File: config.mk
export PLATFORM = sky130hd
export DESIGN_NAME = vdiv_iter_flat
export DESIGN_NICKNAME = d
export VERILOG_FILES = /design/src/rtl/vdiv_pkg.sv /design/src/rtl/vdiv_if.sv /design/src/rtl/vdiv_step.sv /design/src/rtl/vdiv_iter.sv /design/src/flat_wrapper.sv
export SDC_FILE = /design/constraint.sdc
export NUM_CORES = 1
export LEC_CHECK = 0
export BUFFER_PORTS_ARGS = -buffer_cell sky130_fd_sc_hd__buf_4
export CORE_MARGIN = 2
export CORE_UTILIZATION = 52
export CTS_BUF_LIST = sky130_fd_sc_hd__clkbuf_4
export DETAILED_ROUTE_END_ITERATION = 16
export PLACE_DENSITY = 0.8
export SLEW_MARGIN = 10
export SYNTH_ARGS = -nofsm -noshare
export SYNTH_HDL_FRONTEND = slang
export SYNTH_HIERARCHICAL = 1
export SYNTH_SLANG_ARGS = --single-unit
File: constraint.sdc
create_clock -name module_clk_i -period 4.9 [get_ports module_clk_i]
set_input_delay 0.98 -clock module_clk_i [delete_from_list [all_inputs] [get_ports module_clk_i]]
set_output_delay 0.98 -clock module_clk_i [all_outputs]
set_load 0.01 [all_outputs]
File: src/rtl/vdiv_pkg.sv
// vdiv_iter shared types: FSM state encoding and result constants.
// Used by vdiv_iter and its step/interface files.
package vdiv_pkg;

   localparam int unsigned MAX_W = 64;
   localparam logic [MAX_W-1:0] QUOT_ONES = '1;

   typedef enum logic [2:0] {
      IDLE,
      PREP,
      ITER,
      FIX,
      DONE
   } vdiv_state_e;

endpackage

File: src/rtl/vdiv_if.sv
// vdiv_iter handshake bundle: operand request and result response.
// Master drives operands and result acceptance; slave is the divider.
interface vdiv_if #(
   parameter int unsigned DATA_WIDTH = 32
);

   logic                  en_i;
   logic                  in_valid_i;
   logic                  in_ready_o;
   logic [DATA_WIDTH-1:0] a_i;
   logic [DATA_WIDTH-1:0] b_i;
   logic                  signed_i;
   logic                  out_valid_o;
   logic                  out_ready_i;
   logic [DATA_WIDTH-1:0] quot_o;
   logic [DATA_WIDTH-1:0] rem_o;
   logic                  dbz_o;

   modport master (
      output en_i, in_valid_i, a_i, b_i, signed_i, out_ready_i,
      input  in_ready_o, out_valid_o, quot_o, rem_o, dbz_o
   );

   modport slave (
      input  en_i, in_valid_i, a_i, b_i, signed_i, out_ready_i,
      output in_ready_o, out_valid_o, quot_o, rem_o, dbz_o
   );

endinterface

File: src/rtl/vdiv_step.sv
// One restoring-division step: shift in the next dividend bit,
// trial-subtract the divisor magnitude, keep or restore.
module vdiv_step #(
   parameter int unsigned DATA_WIDTH = 32
) (
   input  logic [DATA_WIDTH:0]   r_i,
   input  logic [DATA_WIDTH-1:0] q_i,
   input  logic [DATA_WIDTH-1:0] d_i,
   output logic [DATA_WIDTH:0]   r_o,
   output logic [DATA_WIDTH-1:0] q_o
);

   logic [DATA_WIDTH+1:0] r_sh;
   logic [DATA_WIDTH+1:0] diff;

   always_comb begin
      r_sh = {r_i, q_i[DATA_WIDTH-1]};
      diff = r_sh - {2'b00, d_i};
      // Borrow out of the top bit means the trial subtract went negative
      if (diff[DATA_WIDTH+1]) begin
         r_o = r_sh[DATA_WIDTH:0];
         q_o = {q_i[DATA_WIDTH-2:0], 1'b0};
      end else begin
         r_o = diff[DATA_WIDTH:0];
         q_o = {q_i[DATA_WIDTH-2:0], 1'b1};
      end
   end

endmodule

File: src/rtl/vdiv_iter.sv
// Iterative radix-2 restoring divider, signed/unsigned, quotient+remainder.
// Define VDIV_CLK_GATE_EN to clock the datapath from a gated clock.
module vdiv_iter
   import vdiv_pkg::*;
#(
   parameter  int unsigned DATA_WIDTH = 32,
   localparam int unsigned CNT_W      = $clog2(DATA_WIDTH)
) (
   input logic  module_clk_i,
   input logic  rst_ni,
   vdiv_if.slave io
);

   localparam int unsigned W = DATA_WIDTH;
   localparam logic [CNT_W-1:0] CNT_LAST = CNT_W'(W - 1);

   vdiv_state_e      state_q, state_d;
   logic [CNT_W-1:0] cnt_q, cnt_d;
   logic             out_valid_q, out_valid_d;

   logic [W-1:0] a_q, a_d, b_q, b_d;
   logic         sgn_q, sgn_d;
   logic [W:0]   r_q, r_d;
   logic [W-1:0] q_q, q_d;
   logic         negq_q, negq_d, negr_q, negr_d;
   logic         dbz_q, dbz_d;
   logic [W-1:0] quot_q, quot_d, rem_q, rem_d;
   logic         rdbz_q, rdbz_d;

   logic         in_ready;
   logic         accept;
   logic [W-1:0] a_mag, b_mag;
   logic [W:0]   r_nx;
   logic [W-1:0] q_nx;
   logic         dp_clk;

   assign in_ready = rst_ni & io.en_i & (state_q == IDLE);
   assign accept   = io.in_valid_i & in_ready;
   assign a_mag    = (sgn_q && a_q[W-1]) ? -a_q : a_q;
   assign b_mag    = (sgn_q && b_q[W-1]) ? -b_q : b_q;

   vdiv_step #(.DATA_WIDTH(W)) u_step (
      .r_i (r_q),
      .q_i (q_q),
      .d_i (b_mag),
      .r_o (r_nx),
      .q_o (q_nx)
   );

`ifdef VDIV_CLK_GATE_EN
   logic gate_en;
   logic gate_lat;

   assign gate_en = (state_q != IDLE) | accept;

   // Latch-based ICG: enable sampled while clock is low, glitch-free
   always_latch begin
      if (!module_clk_i) gate_lat = gate_en;
   end

   assign dp_clk = module_clk_i & gate_lat;
`else
   assign dp_clk = module_clk_i;
`endif

   always_comb begin
      state_d     = state_q;
      cnt_d       = cnt_q;
      out_valid_d = out_valid_q;
      unique case (state_q)
         IDLE: if (accept) state_d = PREP;
         PREP: begin
            cnt_d   = '0;
            state_d = (b_q == '0) ? FIX : ITER;
         end
         ITER: begin
            if (cnt_q == CNT_LAST) state_d = FIX;
            else                   cnt_d   = cnt_q + CNT_W'(1);
         end
         FIX: begin
            state_d     = DONE;
            out_valid_d = 1'b1;
         end
         DONE: begin
            if (io.out_ready_i) begin
               state_d     = IDLE;
               out_valid_d = 1'b0;
            end
         end
         default: state_d = IDLE;
      endcase
   end

   always_comb begin
      a_d    = a_q;
      b_d    = b_q;
      sgn_d  = sgn_q;
      r_d    = r_q;
      q_d    = q_q;
      negq_d = negq_q;
      negr_d = negr_q;
      dbz_d  = dbz_q;
      quot_d = quot_q;
      rem_d  = rem_q;
      rdbz_d = rdbz_q;
      if (accept) begin
         a_d   = io.a_i;
         b_d   = io.b_i;
         sgn_d = io.signed_i;
      end
      unique case (state_q)
         PREP: begin
            r_d    = '0;
            q_d    = a_mag;
            negq_d = sgn_q & (a_q[W-1] ^ b_q[W-1]);
            negr_d = sgn_q & a_q[W-1];
            dbz_d  = (b_q == '0);
         end
         ITER: begin
            r_d = r_nx;
            q_d = q_nx;
         end
         FIX: begin
            rdbz_d = dbz_q;
            if (dbz_q) begin
               quot_d = QUOT_ONES[W-1:0];
               rem_d  = a_q;
            end else begin
               quot_d = negq_q ? -q_q : q_q;
               rem_d  = negr_q ? -r_q[W-1:0] : r_q[W-1:0];
            end
         end
         default: ;
      endcase
   end

   always_ff @(posedge module_clk_i or negedge rst_ni) begin
      if (!rst_ni) begin
         state_q     <= IDLE;
         cnt_q       <= '0;
         out_valid_q <= 1'b0;
      end else begin
         state_q     <= state_d;
         cnt_q       <= cnt_d;
         out_valid_q <= out_valid_d;
      end
   end

   always_ff @(posedge dp_clk or negedge rst_ni) begin
      if (!rst_ni) begin
         a_q    <= '0;
         b_q    <= '0;
         sgn_q  <= 1'b0;
         r_q    <= '0;
         q_q    <= '0;
         negq_q <= 1'b0;
         negr_q <= 1'b0;
         dbz_q  <= 1'b0;
         quot_q <= '0;
         rem_q  <= '0;
         rdbz_q <= 1'b0;
      end else begin
         a_q    <= a_d;
         b_q    <= b_d;
         sgn_q  <= sgn_d;
         r_q    <= r_d;
         q_q    <= q_d;
         negq_q <= negq_d;
         negr_q <= negr_d;
         dbz_q  <= dbz_d;
         quot_q <= quot_d;
         rem_q  <= rem_d;
         rdbz_q <= rdbz_d;
      end
   end

   assign io.in_ready_o  = in_ready;
   assign io.out_valid_o = out_valid_q;
   assign io.quot_o      = quot_q;
   assign io.rem_o       = rem_q;
   assign io.dbz_o       = rdbz_q;

endmodule

File: src/flat_wrapper.sv
// flat-port wrapper written by rule: the top's interface ports become plain ports
module vdiv_iter_flat import vdiv_pkg::*;
#(
   parameter  int unsigned DATA_WIDTH = 32,
   localparam int unsigned CNT_W      = $clog2(DATA_WIDTH)
)
  (module_clk_i, rst_ni, io_en_i, io_in_valid_i, io_a_i, io_b_i, io_signed_i, io_out_ready_i, io_in_ready_o, io_out_valid_o, io_quot_o, io_rem_o, io_dbz_o);
  vdiv_if #(.DATA_WIDTH(DATA_WIDTH)) io_i ();
  input logic module_clk_i;
  input logic rst_ni;
  input wire logic [$bits(io_i.en_i)-1:0] io_en_i;
  input wire logic [$bits(io_i.in_valid_i)-1:0] io_in_valid_i;
  input wire logic [$bits(io_i.a_i)-1:0] io_a_i;
  input wire logic [$bits(io_i.b_i)-1:0] io_b_i;
  input wire logic [$bits(io_i.signed_i)-1:0] io_signed_i;
  input wire logic [$bits(io_i.out_ready_i)-1:0] io_out_ready_i;
  output wire logic [$bits(io_i.in_ready_o)-1:0] io_in_ready_o;
  output wire logic [$bits(io_i.out_valid_o)-1:0] io_out_valid_o;
  output wire logic [$bits(io_i.quot_o)-1:0] io_quot_o;
  output wire logic [$bits(io_i.rem_o)-1:0] io_rem_o;
  output wire logic [$bits(io_i.dbz_o)-1:0] io_dbz_o;
  assign io_i.en_i = io_en_i;
  assign io_i.in_valid_i = io_in_valid_i;
  assign io_i.a_i = io_a_i;
  assign io_i.b_i = io_b_i;
  assign io_i.signed_i = io_signed_i;
  assign io_i.out_ready_i = io_out_ready_i;
  assign io_in_ready_o = io_i.in_ready_o;
  assign io_out_valid_o = io_i.out_valid_o;
  assign io_quot_o = io_i.quot_o;
  assign io_rem_o = io_i.rem_o;
  assign io_dbz_o = io_i.dbz_o;
  vdiv_iter #(.DATA_WIDTH(DATA_WIDTH)) u_core (.module_clk_i(module_clk_i), .rst_ni(rst_ni), .io(io_i));
endmodule
==> Yosys cells after proc, flatten, opt, wreduce, memory -nomap -nowiden <==
Cells that the tools add are included.
{ "totals": {"elab_cells": 63, "inputBits": 70, "ram_bits": 0, "latchBits": 0, "n_memories": 0, "regBits": 207, "romBits": 0} }
{ "classes": {"mul": 0, "mux": 19, "eq_ne": 9, "bitwise": 6, "reduce_logical": 9, "n_addsub": 6, "n_lt_le_gt_ge": 0, "n_div": 0, "shifts": 0} }
{ "ops": {"columns": ["op", "count"], "rows": [
  ["2-to-1 mux 32 bit", 6],
  ["negation 32 bit", 4],
  ["case mux 33 bit (2 select lines)", 1],
  ["case mux 32 bit (2 select lines)", 1],
  ["subtractor 34 x 32 -> 34 bit", 1],
  ["2-to-1 mux 33 bit", 1],
  ["zero test 32 bit", 1],
  ["case mux 3 bit (5 select lines)", 1],
  ["case mux 5 bit (2 select lines)", 1],
  ["2-to-1 mux 3 bit", 3],
  ["== test 3 x 2 -> 1 bit, second input constant", 2],
  ["adder 5 x 1 -> 5 bit, second input constant", 1],
  ["bitwise AND 1 bit", 5],
  ["== test 5 bit, second input constant", 1],
  ["2-to-1 mux 5 bit", 1],
  ["inequality test 2 x 1 -> 1 bit, second input constant", 2],
  ["inequality test 2 bit, second input constant", 2],
  ["AND reduction 2 bit", 2],
  ["nonzero test 2 bit", 2],
  ["== test 3 x 1 -> 1 bit, second input constant", 1],
  ["== test 3 bit, second input constant", 1],
  ["zero test 3 bit", 1],
  ["2-to-1 mux 1 bit", 3],
  ["AND reduction 3 bit", 1],
  ["3 further kinds", 4]
]} }

==> Longest topological paths before layout <==
{ "logic_depth": {"word_depth": 5, "ltp_mapped": 23, "depth_no_buf": 20} }

==> Hierarchy <==
Netlist, hierarchy kept.
{ "by_module_without_submodules": {"columns": ["module", "cells_per_inst", "area_each_um2", "seq_area_each_um2", "n_inst"], "rows": [
  ["vdiv_iter", 1060, 10696.5, 5180.0, 1],
  ["vdiv_step", 337, 2446.1, 0.0, 1]
]} }

==> Worst setup path after synthesis <==
Ideal clock, no wire load.
{ "synth_timing": {"kind": "register to register", "start": "reg u_core.b_q[1]", "end": "reg u_core.r_q[27]", "setup_time_ns": 0.121, "t_required_ns": 4.779, "path_buffers": 2, "arrival_ns": 4.607, "path_stages_with_launch": 22, "slack_ns": 0.172, "synth_period_minus_slack_ns": 4.728, "cell_sequence": "dfrtp_1 > inv_1 > ha_1 > or3b_2 > nor4_1 > nand2_1 > nor2_1 > a31oi_1 > xor2_1 > inv_1 > ha_1 > clkbuf_1 > and4_1 > o21ai_0 > a211oi_1 > o31ai_1 > and3_4 > o31ai_4 > xor2_1 > buf_4 > mux2_2 > a22o_1"} }
{ "synth_between": {"elab_chain_len": 5} }
{ "synth_rtl": {"columns": ["element", "line", "text"], "rows": [
  ["start, declared", "vdiv_iter.sv:21", "logic [W-1:0] a_q, a_d, b_q, b_d;"],
  ["start signal, assigned", "vdiv_iter.sv:152", "b_q <= '0;"],
  ["start signal, assigned", "vdiv_iter.sv:164", "b_q <= b_d;"],
  ["negation 32 bit", "vdiv_iter.sv:40", "assign b_mag = (sgn_q && b_q[W-1]) ? -b_q : b_q;"],
  ["2-to-1 mux 32 bit", "vdiv_iter.sv:40", null],
  ["via u_core.b_mag[24]", "vdiv_iter.sv:32", "logic [W-1:0] a_mag, b_mag;"],
  ["subtractor 34 x 32 -> 34 bit", "vdiv_step.sv:18", "diff = r_sh - {2'b00, d_i};"],
  ["2-to-1 mux 33 bit", "vdiv_step.sv:20", "if (diff[DATA_WIDTH+1]) begin"],
  ["via u_core.r_nx[27]", "vdiv_iter.sv:33", "logic [W:0] r_nx;"],
  ["case mux 33 bit (2 select lines)", "vdiv_iter.sv:111", "unique case (state_q)"],
  ["end signal, assigned", "vdiv_iter.sv:166", "r_q <= r_d;"],
  ["end, declared", "vdiv_iter.sv:23", "logic [W:0] r_q, r_d;"]
]} }
The timed path passes the listed nets, and every way through them passes these cells.
A chain may end at the register's enable or synchronous reset.

==> Worst setup path in the final report <==
{ "layout_timing": {"start": "reg u_core.b_q[1]", "end": "reg u_core.r_q[4]"} }
Same word-level chain as after synthesis.

==> results by group <==
Power and ir drop
  – Clk pwr share: a little over a tenth
  – VDD IR max: 0.433 mV
  – Switching power: roughly 5.8 mW
  – Comb pwr share: between 60% and 70%
  – P_int: ~7.1 mW
  – Flop pwr share: about 28%
  – Static Leak: about 6.9 nW
  – Sw frac: a little under half
  – Pwr Total: 12.9 mW
  – Pwr per Cell Area: between 800 and 900 nW/µm²

Final layout
  – Layout cells sized above 1: around 24%
  – Area Growth Syn to Fin: 14.9%
  – Final cell count without fillers: 1,877
  – # fillers: between 2,000 and 2,500
  – # nets final: ~1,600

Synthesis
  – Gate Count Post-Synth: around 1,400
  – Sequential cell area fraction in the yosys report: a little under 40%
  – Post-synth EDFFs: 0
  – Netlist Area Pre-Place: 13,100 µm²
  – Synthesis-stage register bit count: between 200 and 250
  – Ys async rst share: 100%
  – Count of different cell masters after synthesis: between 70 and 80
  – Syn_nets: roughly 1,500
  – Ys Warns: 6
  – Synthesized area per cell: around 9.4 µm²
  – Post-synth top flop: dfrtp_1

Clocking
  – # hold bufs at CTS: 0
  – Clock Sinks: 207
  – Clock transition at path regs: approximately 0.070 ns
  – CTS tree: yes
  – Clock Path Buffers: 3
  – Clk_lat worst skew: between 0.6 and 0.7 ns
  – H-tree levels: 2
  – CTS root buffer: clkbuf_4
  – CTS buffer count: 53

Routing
  – DR vias: ~11,000
  – Post-route DRC violation count: 0
  – 1st-pass router iterations: 5
  – Final WL: roughly 33 mm
  – Initial DRC count: approximately 700
  – Antenna viol nets, final: 0
  – Routed wire per std cell: ~18 µm
  – Vias per Instance: just under 6

STA
  – Worst hold margin: 0.239 ns
  – Post-Route Skew: between 0.03 and 0.04 ns
  – Final Cycle Share: 97.3%
  – Final setup fails: 0
  – Fin. Hold Viols: 0
  – Worst slew margin: between 20% and 30%
  – RSZ-0062 raised after global routing: true
  – Setup WS post-layout: roughly 0.13 ns
  – Fin crit period: 4.77 ns
  – Fmax: roughly 210 MHz
  – Max-slew violations: 0
  – Worst slew pin tran: 1.11 ns

Hold path
  – Hold/Removal Path Class: in -> async

Setup path
  – Worst setup SP type: flip-flop
  – Top cell family by delay on the critical path: simple AND/OR/NAND/NOR gates
  – CP bufs+invs: 6
  – Critical path capture point type: flip-flop
  – CP cell instances: inv_1 -> ha_2 -> or3b_4 -> nor4_4 -> buf_4 -> nand2_2 -> o21ai_2 -> xnor2_1 -> inv_1 -> ha_1 -> nand4_1 -> or3b_4 -> a211oi_4 -> o31ai_1 -> and3_4 -> o31ai_4 -> xor2_4 -> clkbuf_16 -> buf_4 -> buf_4 -> nor2b_1 -> a31o_1 -> a22o_1
  – Max Fanout on Critical Path: 4
  – Cell mode on critical path: buf_4
  – Crit-path slowest cell: or3b_4
  – CP arrival: 5.32 ns
  – Largest stage delay on the critical path: 0.43 ns
  – Critical path data required time: 5.45 ns
  – WS Path Type: reg -> reg

Floorplanning
  – Die width: 163 µm
  – I/O Pins: roughly 140
  – Num rows: 58
  – Core box area: about 25,000 µm²
  – Full die area: ~27,000 µm²
  – Initial core utilization: ~53%
  – Die H: between 150 and 200 µm

Status
  – Outcome: completed

Placed design
  – Dpl ws: 0.0796 ns
  – IO buf count: around 140
  – GP Congestion: between 0.9 and 1
  – DPL Wire Length: between 20 and 25 mm
  – Placed cells: about 1,800

Global route
  – GRT overflow: 0
  – Global-route wire length before repair: roughly 53 mm
  – Vias in the first global route: approximately 11,000
  – Initial antenna violation count: 1
  – GRT Total Usage: 24.7%
  – Largest net degree at the start of global routing: 81

Job
  – Max Cap Violations: 0
-- layout by cell type, fill, tap and decap left out, types with 10 or more instances in the layout --
master,instances
dfrtp_1,207
buf_4,173
a21oi_1,120
nor2_1,115
xor2_1,88
o21ai_0,86
clkbuf_4,76
nand2_1,75
mux2_2,69
inv_1,52
a22o_1,45
xnor2_1,44
ha_1,35
o31ai_1,30
a21o_1,25
nor3_1,23
mux2_1,20
a31oi_1,18
o22ai_1,18
a22oi_1,15
nor2b_1,13
mux2i_1,13
or4_1,10
o41ai_1,10
nand3_1,10
nand4_1,10
-- per-layer routing --
| layer | global-route usage (%) | part of all wire, % | up-vias | routed length, µm |
|---|---|---|---|---|
| met1 | 32.8 | 43 | 5287 | 14400 |
| li1 | - | - | 5281 | - |
| met3 | 3.59 | 5.6 | 73 | 1880 |
| met5 | 0 | 0 | - | 0 |
| met4 | 10.9 | 3.5 | 0 | 1170 |
| met2 | 40.2 | 48 | 364 | 16000 |
-- sequential cells by signal (all words and copies together), names as in the netlist, 3 cells and up --
signal and cells:
u_core/q_q 32, u_core/io.rem_o 32, u_core/cnt_q 5, u_core/io.quot_o 32
u_core/state_q 3, u_core/r_q 33, u_core/b_q 32, u_core/a_q 32
-- layout make-up --
type | count | area [µm²] | area share, %
multi-input combinational | 1027 | 7320 | 48.5
inverter | 52 | 195 | 1.29
sequential | 207 | 5180 | 34.3
clock inverter | 7 | 35.0 | 0.232
antenna | 1 | 2.50 | 0.0166
timing repair buffer | 178 | 1390 | 9.20
clock buffer | 75 | 563 | 3.73
tap | 330 | 413 | 2.73
-- through the flow --
stage          util, %  area (µm²)  TNS [ns]
2_1_floorplan        -       13100         0
3_3_place_gp      57.3       14300         0
3_5_place_dp      57.3       14300         0
4_1_cts           59.7       14900         0
5_1_grt           60.5       15100    -0.316
6_report          60.5       15100         0
-- cell usage after synthesis (9+ instances only) --
library cell	number	area, µm²
or3_1	9	56.3
nor4_1	10	62.6
nor2_1	117	439
a31oi_1	18	113
o31ai_1	31	233
dfrtp_1	207	5180
xnor2_1	44	385
o21ai_0	88	440
a211oi_1	11	82.6
inv_1	52	195
clkbuf_1	68	255
mux2i_1	13	130
ha_1	38	475
o22ai_1	18	113
nand2_1	77	289
a21o_1	25	188
nor3_1	24	120
or4_1	10	75.1
nand4_1	10	62.6
a22oi_1	15	113
buf_4	34	255
mux2_2	69	777
a22o_1	45	394
a21oi_1	121	606
xor2_1	89	780
o41ai_1	10	87.6
mux2_1	20	225
nand3_1	10	50.1
nor2b_1	13	81.3
-- repair_timing --
action,4_1_cts,5_1_grt
setup endpoints to repair,0,29
buffers inserted,0,7
resized for setup,0,25
-- kinds of logic after synthesis --
logic type | after synthesis | synth area share, %
compound gates | 421 | 20.7
simple gates | 332 | 12.8
flops | 207 | 39.4
buf+inv | 163 | 5.84
xor+xnor | 133 | 8.86
mux | 102 | 8.62
fa+ha+maj | 39 | 3.77
-- path summary, 6_finish.rpt --
check                                                from                              to  slack, ns  depth (start not counted)
max in group asynchronous                          rst_ni     u_core/cnt_q[4]$_DFFE_PN0P_       3.30                          2
max reg2reg                     u_core/b_q[1]$_DFFE_PN0P_       u_core/r_q[4]$_DFFE_PN0P_       0.13                         23
max                             u_core/b_q[1]$_DFFE_PN0P_       u_core/r_q[4]$_DFFE_PN0P_       0.13                         23
min                                                rst_ni       u_core/q_q[7]$_DFFE_PN0P_       0.24                          1
min reg2reg                u_core/io.rem_o[4]$_DFFE_PN0P_  u_core/io.rem_o[4]$_DFFE_PN0P_       0.49                          2
min in group module_clk_i  u_core/io.rem_o[4]$_DFFE_PN0P_  u_core/io.rem_o[4]$_DFFE_PN0P_       0.49                          2
-- power groups by stage --
stage / registers [mW] / logic [mW] / clock network, mW
after floorplan: 3.31 / 5.71 / 0
after global placement: 3.56 / 7.29 / 0
after detailed placement: 3.61 / 7.42 / 0
after CTS: 3.58 / 7.47 / 1.42
after global routing: 3.74 / 8.74 / 1.51
final: 3.63 / 7.92 / 1.39
Power figures use the tool's default switching activity.
